`src/rtl/sram_arb_pkg.sv`:
```
// Shared types and helpers for the SRAM round-robin arbiter.
// Holds the lock-state encoding and the byte-enable to bit-enable expansion.
package sram_arb_pkg;

    localparam int MAX_PORTS      = 8;
    localparam int MAX_DATA_WIDTH = 512;

    typedef enum logic [0:0] {
        IDLE   = 1'b0,
        LOCKED = 1'b1
    } lock_state_e;

    // Each byte enable becomes eight identical bit enables; callers slice the low DATA_WIDTH bits.
    function automatic logic [MAX_DATA_WIDTH-1:0] be2bitmask(input logic [MAX_DATA_WIDTH/8-1:0] be);
        logic [MAX_DATA_WIDTH-1:0] mask;
        mask = '0;
        for (int i = 0; i < MAX_DATA_WIDTH/8; i++) begin
            mask[i*8 +: 8] = {8{be[i]}};
        end
        return mask;
    endfunction

endpackage

```
`src/rtl/sram_rr_arbiter_if.sv`:
```
// Requester-side bundle of the SRAM arbiter: per-port req/gnt handshake plus broadcast response.
// master = requester side, slave = arbiter side.
interface sram_rr_arbiter_if #(
    parameter int NR_PORTS   = 2,
    parameter int ADDR_WIDTH = 64,
    parameter int DATA_WIDTH = 64
);
    logic [NR_PORTS-1:0]              req_i;
    logic [NR_PORTS-1:0]              we_i;
    logic [NR_PORTS*ADDR_WIDTH-1:0]   addr_i;
    logic [NR_PORTS*DATA_WIDTH/8-1:0] be_i;
    logic [NR_PORTS*DATA_WIDTH-1:0]   wdata_i;
    logic [NR_PORTS-1:0]              lock_i;
    logic [NR_PORTS-1:0]              gnt_o;
    logic [NR_PORTS-1:0]              rvalid_o;
    logic [DATA_WIDTH-1:0]            rdata_o;

    modport master (
        output req_i, we_i, addr_i, be_i, wdata_i, lock_i,
        input  gnt_o, rvalid_o, rdata_o
    );

    modport slave (
        input  req_i, we_i, addr_i, be_i, wdata_i, lock_i,
        output gnt_o, rvalid_o, rdata_o
    );

endinterface

```
`src/rtl/sram_rr_arbiter_rr_pick.sv`:
```
// Round-robin picker: first set request at or after ptr, wrapping, via a double-width search.
// Latency: purely combinational.
// Backpressure: none; a zero request vector yields vld=0 and an all-zero grant.
module rr_pick #(
    parameter int N     = 2,
    parameter int IDX_W = 1
) (
    input  logic [N-1:0]     req,
    input  logic [IDX_W-1:0] ptr,
    output logic [N-1:0]     gnt,
    output logic [IDX_W-1:0] idx,
    output logic             vld
);

    logic [2*N-1:0] dbl;

    // Concatenating req with itself turns the wrap-around search into a linear scan from ptr.
    always_comb begin
        dbl = {req, req};
        gnt = '0;
        idx = '0;
        vld = 1'b0;
        for (int i = 0; i < 2*N; i++) begin
            if (!vld && (i >= int'(ptr)) && dbl[i]) begin
                vld = 1'b1;
                idx = (i >= N) ? IDX_W'(i - N) : IDX_W'(i);
            end
        end
        gnt[idx] = vld;
    end

endmodule

```
`src/rtl/sram_rr_arbiter.sv`:
```
// Round-robin arbiter sharing one single-port SRAM between NR_PORTS requesters (optional lock: SRAM_ARB_LOCK_EN).
// Latency: grant same cycle as req, rvalid/rdata exactly one cycle after grant; 1 access/cycle.
// Backpressure: losers are simply not granted and must hold req and fields until gnt.
module sram_rr_arbiter
    import sram_arb_pkg::*;
#(
    parameter int NR_PORTS   = 2,
    parameter int ADDR_WIDTH = 64,
    parameter int DATA_WIDTH = 64,
    parameter int MAX_LOCK   = 16
) (
    input  logic                  clk_i,
    input  logic                  rst_ni,
    sram_rr_arbiter_if.slave      port_if,
    output logic                  mem_req_o,
    output logic                  mem_we_o,
    output logic [ADDR_WIDTH-1:0] mem_addr_o,
    output logic [DATA_WIDTH-1:0] mem_be_o,
    output logic [DATA_WIDTH-1:0] mem_wdata_o,
    input  logic [DATA_WIDTH-1:0] mem_rdata_i
);

    localparam int IDX_W = (NR_PORTS > 1) ? $clog2(NR_PORTS) : 1;
    localparam int BE_W  = DATA_WIDTH / 8;

    if (NR_PORTS < 2 || NR_PORTS > MAX_PORTS) begin : g_bad_ports
        $error("sram_rr_arbiter: NR_PORTS out of range");
    end
    if (MAX_LOCK < 1) begin : g_bad_lock
        $error("sram_rr_arbiter: MAX_LOCK must be at least 1");
    end
    if (DATA_WIDTH > MAX_DATA_WIDTH) begin : g_bad_width
        $error("sram_rr_arbiter: DATA_WIDTH too large");
    end

    logic [IDX_W-1:0]    rr_ptr;
    logic [IDX_W-1:0]    ptr_next;
    logic [IDX_W-1:0]    win_idx;
    logic [NR_PORTS-1:0] req_eff;
    logic [NR_PORTS-1:0] gnt;
    logic [NR_PORTS-1:0] resp_q;
    logic                gnt_vld;
    logic                lock_hold;

    rr_pick #(
        .N     (NR_PORTS),
        .IDX_W (IDX_W)
    ) u_rr_pick (
        .req (req_eff),
        .ptr (rr_ptr),
        .gnt (gnt),
        .idx (win_idx),
        .vld (gnt_vld)
    );

    assign ptr_next = (win_idx == IDX_W'(NR_PORTS - 1)) ? '0 : win_idx + 1'b1;

`ifdef SRAM_ARB_LOCK_EN
    localparam int CNT_W = $clog2(MAX_LOCK + 1);
    localparam logic [0:0] ST_IDLE   = IDLE;
    localparam logic [0:0] ST_LOCKED = LOCKED;

    logic [0:0]          lock_state_q;
    logic [IDX_W-1:0]    lock_owner_q;
    logic [CNT_W-1:0]    lock_cnt_q;
    logic [NR_PORTS-1:0] owner_mask;

    always_comb begin
        owner_mask = '0;
        owner_mask[lock_owner_q] = 1'b1;
    end

    // Release is seen in the same cycle it happens, so that cycle is already a normal arbitration.
    assign lock_hold = (lock_state_q == ST_LOCKED) && port_if.lock_i[lock_owner_q]
                       && (lock_cnt_q < CNT_W'(MAX_LOCK));
    assign req_eff   = lock_hold ? (port_if.req_i & owner_mask) : port_if.req_i;

    always_ff @(posedge clk_i or negedge rst_ni) begin
        if (!rst_ni) begin
            lock_state_q <= ST_IDLE;
            lock_owner_q <= '0;
            lock_cnt_q   <= '0;
        end else if (lock_hold) begin
            if (gnt_vld) begin
                lock_cnt_q <= lock_cnt_q + 1'b1;
            end
        end else if (gnt_vld && port_if.lock_i[win_idx]) begin
            lock_state_q <= ST_LOCKED;
            lock_owner_q <= win_idx;
            lock_cnt_q   <= CNT_W'(1);
        end else begin
            lock_state_q <= ST_IDLE;
            lock_cnt_q   <= '0;
        end
    end
`else
    logic [NR_PORTS-1:0] unused_lock;

    assign unused_lock = port_if.lock_i;
    assign lock_hold   = 1'b0;
    assign req_eff     = port_if.req_i;
`endif

    // The pointer only moves on unlocked grants; the lock-entry grant already leaves it at owner+1,
    // which makes a forced release hand the owner lowest priority.
    always_ff @(posedge clk_i or negedge rst_ni) begin
        if (!rst_ni) begin
            rr_ptr <= '0;
            resp_q <= '0;
        end else begin
            resp_q <= gnt;
            if (gnt_vld && !lock_hold) begin
                rr_ptr <= ptr_next;
            end
        end
    end

    assign port_if.gnt_o    = gnt;
    assign port_if.rvalid_o = resp_q;
    assign port_if.rdata_o  = mem_rdata_i;

    logic [BE_W-1:0]             sel_be;
    logic [MAX_DATA_WIDTH/8-1:0] be_ext;
    logic [MAX_DATA_WIDTH-1:0]   mask_full;

    always_comb begin
        sel_be      = port_if.be_i[win_idx*BE_W +: BE_W];
        be_ext      = '0;
        be_ext[BE_W-1:0] = sel_be;
        mask_full   = be2bitmask(be_ext);
        mem_req_o   = gnt_vld;
        mem_we_o    = 1'b0;
        mem_addr_o  = '0;
        mem_be_o    = '0;
        mem_wdata_o = '0;
        if (gnt_vld) begin
            mem_we_o    = port_if.we_i[win_idx];
            mem_addr_o  = port_if.addr_i[win_idx*ADDR_WIDTH +: ADDR_WIDTH];
            mem_be_o    = mask_full[DATA_WIDTH-1:0];
            mem_wdata_o = port_if.wdata_i[win_idx*DATA_WIDTH +: DATA_WIDTH];
        end
    end

endmodule
```
`src/flat_wrapper.sv`:
```
// flat-port wrapper written by rule: the top's interface ports become plain ports
module sram_rr_arbiter_flat import sram_arb_pkg::*;
#(
    parameter int NR_PORTS   = 2,
    parameter int ADDR_WIDTH = 64,
    parameter int DATA_WIDTH = 64,
    parameter int MAX_LOCK   = 16
)
  (clk_i, rst_ni, mem_req_o, mem_we_o, mem_addr_o, mem_be_o, mem_wdata_o, mem_rdata_i, port_if_req_i, port_if_we_i, port_if_addr_i, port_if_be_i, port_if_wdata_i, port_if_lock_i, port_if_gnt_o, port_if_rvalid_o, port_if_rdata_o);
  sram_rr_arbiter_if #(.NR_PORTS(NR_PORTS), .ADDR_WIDTH(ADDR_WIDTH), .DATA_WIDTH(DATA_WIDTH)) port_if_i ();
  input  logic clk_i;
  input  logic rst_ni;
  output logic mem_req_o;
  output logic mem_we_o;
  output logic [ADDR_WIDTH-1:0] mem_addr_o;
  output logic [DATA_WIDTH-1:0] mem_be_o;
  output logic [DATA_WIDTH-1:0] mem_wdata_o;
  input  logic [DATA_WIDTH-1:0] mem_rdata_i;
  input wire logic [$bits(port_if_i.req_i)-1:0] port_if_req_i;
  input wire logic [$bits(port_if_i.we_i)-1:0] port_if_we_i;
  input wire logic [$bits(port_if_i.addr_i)-1:0] port_if_addr_i;
  input wire logic [$bits(port_if_i.be_i)-1:0] port_if_be_i;
  input wire logic [$bits(port_if_i.wdata_i)-1:0] port_if_wdata_i;
  input wire logic [$bits(port_if_i.lock_i)-1:0] port_if_lock_i;
  output wire logic [$bits(port_if_i.gnt_o)-1:0] port_if_gnt_o;
  output wire logic [$bits(port_if_i.rvalid_o)-1:0] port_if_rvalid_o;
  output wire logic [$bits(port_if_i.rdata_o)-1:0] port_if_rdata_o;
  assign port_if_i.req_i = port_if_req_i;
  assign port_if_i.we_i = port_if_we_i;
  assign port_if_i.addr_i = port_if_addr_i;
  assign port_if_i.be_i = port_if_be_i;
  assign port_if_i.wdata_i = port_if_wdata_i;
  assign port_if_i.lock_i = port_if_lock_i;
  assign port_if_gnt_o = port_if_i.gnt_o;
  assign port_if_rvalid_o = port_if_i.rvalid_o;
  assign port_if_rdata_o = port_if_i.rdata_o;
  sram_rr_arbiter #(.NR_PORTS(NR_PORTS), .ADDR_WIDTH(ADDR_WIDTH), .DATA_WIDTH(DATA_WIDTH), .MAX_LOCK(MAX_LOCK)) u_core (.clk_i(clk_i), .rst_ni(rst_ni), .port_if(port_if_i), .mem_req_o(mem_req_o), .mem_we_o(mem_we_o), .mem_addr_o(mem_addr_o), .mem_be_o(mem_be_o), .mem_wdata_o(mem_wdata_o), .mem_rdata_i(mem_rdata_i));
endmodule
```
`config.mk`:
```
export PLATFORM = sky130hd
export DESIGN_NAME = sram_rr_arbiter_flat
export DESIGN_NICKNAME = d
export VERILOG_FILES = /design/src/rtl/sram_arb_pkg.sv /design/src/rtl/sram_rr_arbiter_if.sv /design/src/rtl/sram_rr_arbiter_rr_pick.sv /design/src/rtl/sram_rr_arbiter.sv /design/src/flat_wrapper.sv
export SDC_FILE = /design/constraint.sdc
export NUM_CORES = 1
export LEC_CHECK = 0
export ABC_CLOCK_PERIOD_IN_PS = 1800
export CORE_AREA = 2 2 239 241
export DETAILED_ROUTE_END_ITERATION = 6
export DIE_AREA = 0 0 241 243
export GPL_ROUTABILITY_DRIVEN = 0
export PLACE_DENSITY_LB_ADDON = 0.25
export SLEW_MARGIN = 25
export SYNTH_ARGS = -nofsm -noshare
export SYNTH_HDL_FRONTEND = slang
export SYNTH_SLANG_ARGS = --single-unit
```
`constraint.sdc`:
```
create_clock -name clk_i -period 1.8 [get_ports clk_i]
set_input_delay 0.36 -clock clk_i [delete_from_list [all_inputs] [get_ports clk_i]]
set_output_delay 0.36 -clock clk_i [all_outputs]
set_load 0.03 [all_outputs]
```
## After elaboration in Yosys (flattened, before gate mapping)

Cells that the tools add are included.

| operators by class | value |
|---|---|
| reduce and logical (&&, ||, !) cells | 8 |
| shifts and indexed selects | 3 |
| $lt $le $gt $ge | 3 |
| bitwise logic cells | 1 |
| mux-type cells | 16 |
| $add $sub $neg | 1 |

Operator list:

| operator | count |
|---|---|
| variable part select 128 x 8 -> 64 bit | 2 |
| 2-to-1 mux 64 bit | 3 |
| variable part select 16 x 5 -> 8 bit | 1 |
| 2-to-1 mux 1 bit | 12 |
| logical AND 1 bit | 5 |
| logical NOT 1 bit | 3 |
| AND 2 bit | 1 |
| < comparator 1 x 2 -> 1 bit (second input constant) | 1 |
| adder 1 bit (second input constant) | 1 |
| demux 1 bit (select 1 bit) | 1 |
| greater-or-equal comparator 1 bit (first input constant) | 1 |
| greater-or-equal comparator 1 bit (second input constant) | 1 |

| storage, ports and cells | value |
|---|---|
| register bits | 3 |

## Longest topological paths before layout

Gate-level depths: netlist of run 1.

| logic depth | value |
|---|---|
| depth after elaboration | 17 |
| mapped depth | 6 |

## Modules after synthesis

From an unflattened synthesis of run 1, not the netlist that was laid out.

| second synthesis, totals | value |
|---|---|
| cells, all modules | 435 |
| area total of the unflattened synthesis | 3588.4 µm² |

Modules (own cells, without submodules):

| module | area each (µm²) | cells an instance | instances |
|---|---|---|---|
| sram_rr_arbiter | 3555.9 | 430 | 1 |
| rr_pick | 32.5 | 5 | 1 |

## Least setup slack after synthesis of run 1

No wires, ideal clock.

| timing | value |
|---|---|
| path type | input port to output port |
| start | input port port_if_req_i[1] |
| end | output port mem_be_o[33] |
| slack | -199 ps |
| data arrival time | 1639 ps |
| cell stages on the path | 6 |
| path through | buf_2 -> a21boi_2 -> buf_6 -> buf_6 -> a32o_1 -> buf_4 |

| between the ends | value |
|---|---|
| word-level cells in the longest chain between the ends | 10 |
| elaborated cells on any way between the ends | 13 |
| classes of those cells | shift: 1; mux: 7; reduce/logical: 5 |

Ends and longest elaborated chain:

| item | line | RTL |
|---|---|---|
| start, declared | flat_wrapper.sv:19 | `input wire logic [$bits(port_if_i.req_i)-1:0] port_if_req_i;` |
| logical AND 1 bit | sram_rr_arbiter_rr_pick.sv:24 | `if (!vld && (i >= int'(ptr)) && dbl[i]) begin` |
| 2-to-1 mux 1 bit | sram_rr_arbiter_rr_pick.sv:24 |  |
| logical NOT 1 bit | sram_rr_arbiter_rr_pick.sv:24 |  |
| logical AND 1 bit | sram_rr_arbiter_rr_pick.sv:24 |  |
| 2-to-1 mux 1 bit | sram_rr_arbiter_rr_pick.sv:24 |  |
| logical NOT 1 bit | sram_rr_arbiter_rr_pick.sv:24 |  |
| logical AND 1 bit | sram_rr_arbiter_rr_pick.sv:24 |  |
| 2-to-1 mux 1 bit | sram_rr_arbiter_rr_pick.sv:24 |  |
| variable part select 16 x 5 -> 8 bit | sram_rr_arbiter.sv:127 | `sel_be = port_if.be_i[win_idx*BE_W +: BE_W];` |
| 2-to-1 mux 64 bit (*) | sram_rr_arbiter.sv:136 | `if (gnt_vld) begin` |
| end, declared | flat_wrapper.sv:16 | `output logic [DATA_WIDTH-1:0] mem_be_o;` |

Every way passes the cells marked *; elsewhere a longest branch is shown, timed or not.

## Worst setup path after layout of run 1

| timing | value |
|---|---|
| start | register u_core.rr_ptr |
| end | output port mem_wdata_o[37] |

| between the ends | value |
|---|---|
| word-level cells in the longest chain between the ends | 14 |
| elaborated cells on any way between the ends | 17 |
| classes of those cells | order compare: 1; shift: 1; mux: 8; reduce/logical: 7 |

Ends and longest elaborated chain:

| item | line | RTL |
|---|---|---|
| start, declared | sram_rr_arbiter.sv:36 | `logic [IDX_W-1:0] rr_ptr;` |
| start signal, assigned | sram_rr_arbiter.sv:113 | `rr_ptr <= ptr_next;` |
| greater-or-equal comparator 1 bit (*) | sram_rr_arbiter_rr_pick.sv:24 |  |
| logical AND 1 bit (*) | sram_rr_arbiter_rr_pick.sv:24 |  |
| 2-to-1 mux 1 bit (*) | sram_rr_arbiter_rr_pick.sv:24 |  |
| logical NOT 1 bit | sram_rr_arbiter_rr_pick.sv:24 |  |
| logical AND 1 bit | sram_rr_arbiter_rr_pick.sv:24 |  |
| 2-to-1 mux 1 bit | sram_rr_arbiter_rr_pick.sv:24 |  |
| logical NOT 1 bit | sram_rr_arbiter_rr_pick.sv:24 |  |
| logical AND 1 bit | sram_rr_arbiter_rr_pick.sv:24 |  |
| 2-to-1 mux 1 bit | sram_rr_arbiter_rr_pick.sv:24 |  |
| logical NOT 1 bit | sram_rr_arbiter_rr_pick.sv:24 |  |
| logical AND 1 bit | sram_rr_arbiter_rr_pick.sv:24 |  |
| 2-to-1 mux 1 bit | sram_rr_arbiter_rr_pick.sv:24 |  |
| variable part select 128 x 8 -> 64 bit | sram_rr_arbiter.sv:140 | `mem_wdata_o = port_if.wdata_i[win_idx*DATA_WIDTH +: DATA_WIDTH];` |
| 2-to-1 mux 64 bit (*) | sram_rr_arbiter.sv:136 |  |
| end, declared | flat_wrapper.sv:17 | `output logic [DATA_WIDTH-1:0] mem_wdata_o;` |

Marks and branches as above.

==> summary by stage, run 1 <==
Yosys
The sequential share of the synthesized area is 2.77%. The cell count after synthesis came out at 312. Yosys mapped the design onto 12 distinct sky130hd cell types.

The net count of the mapped netlist is 656. A synthesized cell averages 8.68 sq um. The flip-flop and latch count after synthesis is 3. The post-synthesis instance area is 2710 sq um. During synthesis, Yosys emitted a total of 0 warnings.

Placed design
The quantity of I/O buffers inserted on ports is 475. The setup slack at placement is -571 ps. In this run the cell area measured after placement is 7480 sq um.

The count of placed standard cells including taps is 1437. The wire-length estimate of the detail-placed layout is 18.1 mm.

Clocking
The number of clock sinks seen by CTS is 3. In this run the number of H-tree levels came out at 1. The clock slew at the register clock pins of the worst setup and hold paths is 30 ps. The tree is rooted in a clkbuf_16. In this run, post-CTS hold repair placed 0 buffers. The clock passes through at most 2 buffers.

The CTS tree is done. Clock tree synthesis inserted a total of 3 buffers. For the worst-skew pair, the clock arrives at the later sink with an insertion delay of 220 ps.

Timing
The hold slack is 349 ps. The clock tree skew after final layout is 3.37 ps. At the pin with the least slew margin, the transition time is 362 ps.

The worst max-slew margin expressed relative to the limit is 75.9%. The final worst-path cycle share is 112%. Setup repair after global routing could not meet its margin everywhere.

Based on the critical path, the design can be clocked at up to 494 MHz. The number of pins with negative max-slew slack in the final report is 0. Once routing completed, OpenROAD measured the worst setup slack at -223 ps.

The routed design could run at a clock period as short as 2020 ps. The count of endpoints failing setup in the final report is 194. The hold violation total from the final report was 0.

Routing
Dividing the detail-routed via count by the number of cells gives 3.00. The final routed wire length divided by cell count is 16.1 microns. Before antenna repair, the detailed router went through 4 iterations. The routed design has 23.4 mm of wire. In the routed design, unresolved DRC markers number 0. For this block, the via count after detailed routing is 4374. The count of nets left with antenna violations once routing finished came out at 0. The detailed router finished its first iteration with 97 violations.

GRT
The number of antenna violations at the first check in global routing came to 9. The first-pass GRT wire length is 28.8 mm. The global-route total usage across every layer is 6.71%. Entering global routing, the biggest net connects 50 pins.

The via count of the first global-routing pass is 4418. The overflow left after global routing is 0.

Power and ir drop
The worst-case IR drop observed on VDD is 357 uV. The total power density per cell area is 495 nW/um^2. The leakage power is 3.42 nW.

Finish
The share of layout cells above drive strength 1 is 48.5%. The post-layout utilization of the core is 15.0%. After routing the design area is 8380 sq um. The finished layout holds 1458 standard cells, fillers aside. The total number of nets in the final design is 1046. The synthesis-to-layout area growth is 209%.

Floorplanning
The floorplan step set the die height to 243 microns. The floorplan has 87 rows. The floorplan step defined a die boundary enclosing 58600 sq um. The total I/O pin count is 606. The placeable core area is 56000 sq um. The starting utilization of the core area is 4.84%. The floorplan die width is 241 microns.

Flow run
Across the run, the number of max-cap violations was 0.

Critical path
The critical path in this run is classified as register to output pin. In this run the worst path has a maximum fanout of 22. The required time of the worst setup path is 1440 ps. The data arrival at the endpoint of the critical path is 1660 ps. The critical path launch point type is a register.

STA classifies the critical path endpoint as an output pin.

Min path
The min-delay analysis places its worst path in the category primary input to async pin.

Status
The checks that failed: setup timing. The flow ran to the end, but the final reports show violations.
registers in the layout, summed over array words and instances, names as in the netlist:
register	flops
u_core.port_if.rvalid_o	2
u_core.rr_ptr	1
critical path, cell delays in order (launching register included):
cell and delay, ps:
dfrtp_2 420, nand2b_4 180, buf_12 160, buf_4 200
a32o_2 310, buf_12 140
cell usage in the layout, fill, tap and decap left out, types with 2 or more instances in the layout:
| master | n |
|---|---|
| clkbuf_16 | 5 |
| dfrtp_1 | 2 |
| clkdlybuf4s50_1 | 277 |
| buf_4 | 120 |
| a32o_1 | 78 |
| buf_12 | 30 |
| a32o_2 | 59 |
| buf_16 | 5 |
| buf_6 | 115 |
per-stage QoR:
step                      setup TNS [ps]  total power, mW
after floorplan                     -515             2.12
after global placement            -92130             3.41
after detailed placement          -91970             3.39
after CTS                         -35470             4.01
after global routing              -43540             4.34
final                             -29580             4.15
synthesized netlist by cell type, drive strengths merged:
cell type | number | area share [%]
inv | 1 | 0.14
or2 | 1 | 0.23
a32o | 137 | 51
clkbuf | 6 | 0.83
dfrtp | 3 | 2.8
and2 | 1 | 0.23
buf | 160 | 44
o21ai | 1 | 0.18
a21boi | 1 | 0.42
nand2b | 1 | 0.51
report_power, final:
part | total (mW) | switching (mW) | internal (mW) | leakage (nW)
Clock | 0.354 | 0.0616 | 0.292 | 0.0382
Combinational | 3.72 | 1.81 | 1.90 | 3.35
Sequential | 0.0817 | 0.00590 | 0.0758 | 0.0355
path summary, 6_finish.rpt:
check	endpoint	cells after the start	from	slack, ps
max reg2reg	u_core.port_if.rvalid_o[1]	5	u_core.rr_ptr	440
max in group asynchronous	u_core.rr_ptr	1	rst_ni	1260
max	mem_wdata_o[37]	5	u_core.rr_ptr	-220
min	u_core.port_if.rvalid_o[0]	1	rst_ni	350
min reg2reg	u_core.rr_ptr	2	u_core.rr_ptr	580
min in group clk_i	u_core.rr_ptr	4	port_if_req_i[0]	580
layout make-up:
class / instances / area (sq um)
diodes: 1 / 2.50
clock buffers: 4 / 78.8
fillers: 6375 / 47600
inverters: 1 / 3.75
multi-input cells: 142 / 1500
flip-flops and latches: 3 / 76.3
well taps: 756 / 946
repair buffers: 551 / 5780
metal layers:
layer | share of wire [%] | global-route usage [%]
met1 | 35 | 6.50
met2 | 49 | 12.7
met3 | 13 | 2.84
met4 | 2.5 | 1.92
met5 | 0.23 | 0
kinds of logic (layout without fill, tap and decap cells):
kind of cell | after synthesis | in the layout | share of synthesized area [%]
AOI/OAI and AO/OA | 139 | 139 | 51.2
and+or+nand+nor | 3 | 3 | 0.970
other | 0 | 1 | 0
DFF | 3 | 3 | 2.77
buffers and inverters | 167 | 556 | 45.0
repair_timing:
action | CTS | global route
setup endpoints to repair | 195 | 195
buffers inserted | 3 | 7
gates cloned | 3 | 3
gates resized for setup | 100 | 86
pin swaps | 5 | 6
Note: power is estimated with default switching activity, not from simulation.
==> inputs of run 2 (changes only) <==
- ABC_CLOCK_PERIOD_IN_PS: 1800 -> 2100
- clock period: 1.8 -> 2.1 ns (I/O delays scaled with it)
==> run 2 against run 1 <==
The run still ends with setup timing left. Clock power decreased by 13%. Non-clock buffer count down 24. Final area down 2.9%. Utilization fell by 0.44 points. Final cell count down 1.6%. Wire length is 5.6% higher. Worst setup slack improved by 220 ps. Sequential share of layout area hardly changed. Global-route usage fell by 0.13 points. Critical path type unchanged. Largest power group unchanged. Die area did not move. Register-to-register slack improved by 310 ps.
==> summary by stage, run 2 (same netlist as run 1, synthesis figures left out) <==
Floorplanning
The die area is 58600 sq um (unchanged). The die height is 243 microns (unchanged). The total I/O pin count is 606 (unchanged). The placeable core area is 56000 sq um (unchanged). The number of rows created at floorplan is 87 (unchanged). The floorplan die width was 241 microns (unchanged). The starting utilization of the core area was 4.84% (unchanged).

Power and ir drop
The power share of the sequential group is 2.0% (about the same). The net switching power figure was 1.63 mW (-13%). The leakage power came to 3.18 nW (-7.1%). The total power density per cell area is 433 nW/um^2 (-13%).

The net switching fraction of the power is 46.4% (+1.1 points). The maximum resistive drop on vdd was 315 uV (-12%). The internal power component is 1.89 mW (-17%). The power share of the clock group was 8.7% (+0.2 points). The combinational share of power is 89.3% (-0.2 points).

Timing
Of the available clock period, the critical path in the final layout requires 100%. The clock tree skew after final layout was 1.88 ps (-1.49 ps). The hold slack is 389 ps (+40.0 ps). The number of pins with negative max-slew slack in the final report is 0 (unchanged). The count of endpoints failing setup in the final report is 2 (-99%). The maximum operating frequency is 475 MHz.

The worst max-slew margin expressed relative to the limit is 77.7% (+1.8 points). Setup repair after global routing could not meet its margin everywhere. The final critical-path required period is 2110 ps. The final setup slack of the worst path is -7.11 ps (+216 ps). The hold violation total from the final report was 0 (unchanged).

The worst-margin pin slew is 334 ps (-27.8 ps).

Critical path
The worst stage delay on the critical path came to 420 ps (about the same). The required time of the worst setup path came to 1680 ps (+240 ps). In this design, the largest share of critical-path delay is due to buffers and inverters. The maximum fanout along the worst path is 6 (-73%). The critical path is of the register to output pin type. The endpoint class of the critical path is an output pin. The worst setup path is launched from a register. Walking the worst path, the cells encountered are nand2b_4 -> buf_12 -> clkbuf_16 -> a32o_2 -> buf_12. The cell at the slowest stage of the critical path is dfrtp_1. The count of buffer and inverter cells on the critical path is 3 (unchanged). The worst reg-to-reg setup slack came to 750 ps (+310 ps). The data arrival at the endpoint of the critical path is 1690 ps (+30 ps). Counting stages on the worst path, the most repeated cell is buf_12.

Placed design
The quantity of I/O buffers inserted on ports was 475 (unchanged). The setup slack at placement is -525 ps (+46.2 ps). The detailed placer's ending HPWL is 18.1 mm (-0.20%).

Clocking
The number of clock sinks seen by CTS is 3 (unchanged). The deepest clock path buffer count is 2 (unchanged). The CTS buffer count is 3 (unchanged). The clock slew at the register clock pins of the worst setup and hold paths is 30 ps (about the same). The clock tree root driver cell is clkbuf_16. The clock latency on the worst-skew pair is 230 ps (about the same). The H-tree depth was 1 (unchanged).

TritonCTS built the clock tree.

Routing
The wire length after detailed routing is 24.7 mm (+5.6%). The number of iterations in the first detailed-routing pass came to 4 (unchanged). The number of nets with antenna violations after detailed routing is 0 (unchanged).

The number of violations reported at the end of detailed-routing iteration 0 is 150 (+55%). The number of design rule violations left after detail routing came to 0 (unchanged). The final routed wire length divided by cell count was 17.2 microns (+7.3%). The ratio of routed vias to standard cells is 3.07 (+2.2%). The via count is 4400 (+0.59%).

Finish
Leaving out fill and tap cells, the most frequent cells in the layout are clkdlybuf4s50_1 (277), buf_4 (144), a32o_1 (109), buf_6 (53), buf_12 (38). The share of layout cells above drive strength 1 was 41.9% (-6.6 points). The flip-flop count of the largest register after layout is 2 (unchanged). The total number of nets in the final design is 1022 (-2.3%).

The synthesis-to-layout area growth is 200%. The library cell used most frequently in the layout, excluding fill and tap cells, is clkdlybuf4s50_1.

GRT
The global-route total usage across every layer came to 6.58% (-0.13 points). The largest net degree at the start of global routing is 84 (+68%). The number of antenna violations at the first check in global routing is 4 (-5). The first-pass GRT wire length is 28.5 mm (-1.0%). The via count of the first global-routing pass is 4255 (-3.7%). The overflow left after global routing is 0 (unchanged).

Status
The run finished, with violations left. The final reports fail on setup timing.

Flow run
The max-cap violation count is 0 (unchanged).

Min path
In this run the worst hold path is classified as primary input to async pin.
run 2: cell count changes in the layout (fill, tap and decap cells not counted):
cell       change
a32o_1        +31
a32o_2        -31
buf_12         +8
buf_2          -1
buf_4         +24
buf_6         -62
buf_8          +2
clkbuf_16      +5
dfrtp_1        +1
dfrtp_2        -1
diode_2        +1
run 2: area by class of cell:
| cell class | count | area [sq um] |
|---|---|---|
| timing repair buffer | 527 | 5570 |
| tap | 756 | 946 |
| antenna | 2 | 5.00 |
| clock buffer | 4 | 78.8 |
| inverter | 1 | 3.75 |
| fill | 6366 | 47800 |
| sequential | 3 | 75.1 |
| multi-input combinational | 142 | 1460 |
run 2: metrics by stage:
step	cell area, sq um	TNS [ps]	util, %	power [mW]	cells
after floorplan	2710	0	-	1.80	312
after global placement	7400	-66560	13.2	2.93	1410
after detailed placement	7400	-70480	13.2	2.91	1410
after CTS	7720	-73.3	13.8	3.35	1420
after global routing	8130	-1270	14.5	3.68	1433
final	8130	-8.59	14.5	3.52	1435
run 2: path summary, 6_finish.rpt:
kind / start / to / cells after the start
max: u_core.rr_ptr / mem_we_o / 5
min: rst_ni / u_core.rr_ptr / 1
max reg2reg: u_core.rr_ptr / u_core.port_if.rvalid_o[1] / 4
min reg2reg: u_core.rr_ptr / u_core.rr_ptr / 2
max in group asynchronous: rst_ni / u_core.port_if.rvalid_o[0] / 1
min in group clk_i: u_core.rr_ptr / u_core.rr_ptr / 2
run 2: layer usage:
layer,track usage (%),wire (microns),vias to the layer above
met4,1.51,591,0
met2,13.0,12600,352
li1,-,-,1926
met3,2.06,2520,36
met1,6.56,8980,2086
met5,0,0,-
run 2: power by group through the flow:
stage | combinational (mW) | sequential, mW | clock, mW
3_3_place_gp | 2.86 | 0.0701 | 0
2_1_floorplan | 1.72 | 0.0751 | 0
4_1_cts | 2.97 | 0.0698 | 0.313
3_5_place_dp | 2.84 | 0.0705 | 0
5_1_grt | 3.29 | 0.0705 | 0.319
6_report | 3.15 | 0.0695 | 0.307
run 2: repair_timing:
| item | CTS | global route |
|---|---|---|
| endpoints found under the setup margin | 195 | 94 |
| gates cloned | 2 | 11 |
| resized for setup | 48 | 46 |
| hold buffers | 0 | 0 |
| setup buffers | 4 | 3 |
| pin swaps | 3 | 7 |
==> inputs of run 3 (changes only) <==
- ABC_CLOCK_PERIOD_IN_PS: 2100 -> 1700
- clock period: 2.1 -> 1.7 ns (I/O delays scaled with it)
==> run 3 against run 2 <==
The run still ends with setup timing left. Clock skew barely moved. Combinational power rose by 32%. Final area rose by 8.4%. Global-route usage rose by 0.095 points. Non-clock buffer count rose by 42. Critical path depth rose by 1. Wire length rose by 0.72%. Power rose by 32%. Final cell count rose by 3.0%. Sequential share of layout area fell by 0.057 points.
==> summary by stage, run 3 (same netlist as run 1, synthesis figures left out) <==
Status
The flow ran to the end, but the final reports show violations. The checks that failed: setup timing.

Placed design
The setup slack at placement is -620 ps (-95.3 ps). The quantity of I/O buffers inserted on ports is 475 (unchanged). The cell area after placement was 7480 sq um (+1.1%). The detailed placer's ending HPWL came to 18.3 mm (+0.99%).

Critical path
The maximum fanout along the worst path is 7 (+1). The required time of the worst setup path came to 1360 ps (-320 ps). The type of the setup path with the least slack is register to output pin.

The worst setup path is launched from a register. The worst reg-to-reg setup slack is 370 ps (-380 ps). The data arrival at the endpoint of the critical path is 1690 ps (about the same).

STA classifies the critical path endpoint as an output pin.

GRT
The global-route total usage across every layer is 6.67% (+0.095 points). The largest net degree at the start of global routing is 50 (-40%). The overflow left after global routing is 0 (unchanged).

The via count of the first global-routing pass was 4456 (+4.7%). The first-pass GRT wire length came to 28.6 mm (+0.34%). The number of antenna violations at the first check in global routing is 8 (+4).

Finish
The post-layout utilization of the core is 15.8% (+1.2 points). The cell area after layout was 8820 sq um (+8.4%). The flip-flop count of the largest register after layout was 2 (unchanged).

The library cell used most frequently in the layout, excluding fill and tap cells, is clkdlybuf4s50_1. The total number of nets in the final design is 1064 (+4.1%). The synthesis-to-layout area growth is 225%.

The share of layout cells above drive strength 1 is 50.3% (+8.4 points). The number of fill cells in the layout is 6361 (-0.079%). The library cells used most frequently in the layout, excluding fill and tap cells, are clkdlybuf4s50_1 (277), buf_6 (144), buf_4 (93), a32o_1 (74), a32o_2 (63).

Flow run
The max-cap violation count came to 0 (unchanged).

Floorplanning
The die area is 58600 sq um (unchanged). The total I/O pin count is 606 (unchanged). The floorplan die width is 241 microns (unchanged). The die height is 243 microns (unchanged). The number of rows created at floorplan came to 87 (unchanged). The placeable core area was 56000 sq um (unchanged). The starting utilization of the core area was 4.84% (unchanged).

Clocking
The clock latency on the worst-skew pair came to 220 ps (about the same). The CTS buffer count is 3 (unchanged). The number of clock sinks seen by CTS is 3 (unchanged).

The CTS tree is done. The H-tree depth is 1 (unchanged). The clock slew at the register clock pins of the worst setup and hold paths is 30 ps (about the same). The clock tree root driver cell is clkbuf_16. The post-cts hold buffer count is 0 (unchanged). The deepest clock path buffer count is 2 (unchanged).

Routing
The final routed wire length divided by cell count is 16.8 microns (-2.2%). The via count came to 4510 (+2.5%). The number of iterations in the first detailed-routing pass came to 4 (unchanged). The wire length after detailed routing is 24.9 mm (+0.72%).

The number of design rule violations left after detail routing came to 0 (unchanged). The number of nets with antenna violations after detailed routing is 0 (unchanged). The ratio of routed vias to standard cells is 3.05 (-0.48%). The number of violations reported at the end of detailed-routing iteration 0 is 108 (-28%).

Timing
The final setup slack of the worst path was -326 ps (-319 ps). The worst-margin pin slew was 366 ps (+31.8 ps). The final worst-path cycle share is 119%. The clock tree skew after final layout is 2.23 ps (+0.354 ps). The count of endpoints failing setup in the final report is 195 (+193).

Subtracting the final worst setup slack from the clock period gives 2030 ps. The number of pins with negative max-slew slack in the final report is 0 (unchanged). The hold slack is 325 ps (-63.8 ps). Derived from the worst setup path, the maximum achievable clock frequency is 494 MHz. The hold violation total from the final report is 0 (unchanged). Setup repair after global routing could not meet its margin everywhere. The worst max-slew margin expressed relative to the limit was 75.6% (-2.0 points).

Power and ir drop
The power share of the sequential group is 1.9% (about the same). The net switching power figure was 2.06 mW (+26%). The post-route total power is 4.64 mW (+32%).

The leakage power is 3.63 nW (+14%). The combinational share of power is 90.0% (+0.7 points). The net switching fraction of the power is 44.4% (-1.9 points). The internal power component is 2.58 mW (+36%). The power share of the clock group was 8.1% (-0.6 points). The total power density per cell area is 526 nW/um^2 (+21%). The maximum resistive drop on vdd is 347 uV (+10%).

Min path
The tightest min-delay check is of the primary input to async pin type.
## run 3: cell count changes in the layout (fill, tap and decap cells not counted), moves of 4 or more
cell	delta
buf_6	+91
buf_4	-51
a32o_1	-35
a32o_2	+35
buf_8	+4
## run 3: path summary, 6_finish.rpt
path                                from                         end  cells past startpoint
setup / recovery           u_core.rr_ptr                mem_be_o[46]                      6
hold / removal                    rst_ni  u_core.port_if.rvalid_o[0]                      1
setup reg to reg           u_core.rr_ptr  u_core.port_if.rvalid_o[1]                      5
hold reg to reg            u_core.rr_ptr               u_core.rr_ptr                      2
max in group asynchronous         rst_ni               u_core.rr_ptr                      1
min in group clk_i         u_core.rr_ptr               u_core.rr_ptr                      2
## run 3: per-stage QoR
stage               cells  TNS [ps]
global placement     1437   -104150
global route         1477    -59450
floorplan             312     -1770
CTS                  1451    -56190
detailed placement   1437   -103110
finish               1478    -49920
## run 3: cell type report
class	count	area [sq um]	area share (%)
repair buffers	569	6200	70.4
multi-input cells	142	1500	17.0
well taps	756	946	10.7
clock buffers	4	78.8	0.894
flip-flops and latches	3	76.3	0.866
diodes	3	7.51	0.0852
inverters	1	3.75	0.0426
## run 3: per-layer routing
metal | share of wire (%) | vias to the layer above | track usage, %
met1 | 37 | 2098 | 6.21
met5 | 0.27 | - | 0
met4 | 2.7 | 10 | 2.12
li1 | - | 2017 | -
met2 | 47 | 345 | 12.6
met3 | 13 | 40 | 3.16
## run 3: timing repair
item / CTS / global route
gates resized for setup: 67 / 163
endpoints found under the setup margin: 195 / 195
setup buffers: 7 / 17
endpoints found under the hold margin: 0 / 0
gates cloned: 3 / 8
pin swaps: 6 / 13
## run 3: power by group through the flow
stage	clock network, mW	logic (mW)	registers [mW]
after CTS	0.384	3.75	0.0859
after global placement	0	3.53	0.0865
after global routing	0.390	4.37	0.0878
after floorplan	0	2.15	0.0939
final	0.376	4.17	0.0862
after detailed placement	0	3.50	0.0867
## run 3: worst max-delay path, stage by stage (launching register included)
cell and delay, ps:
dfrtp_2 420, nand2b_4 180, buf_12 140, buf_16 140, a32o_2 300, buf_12 150
buf_8 130
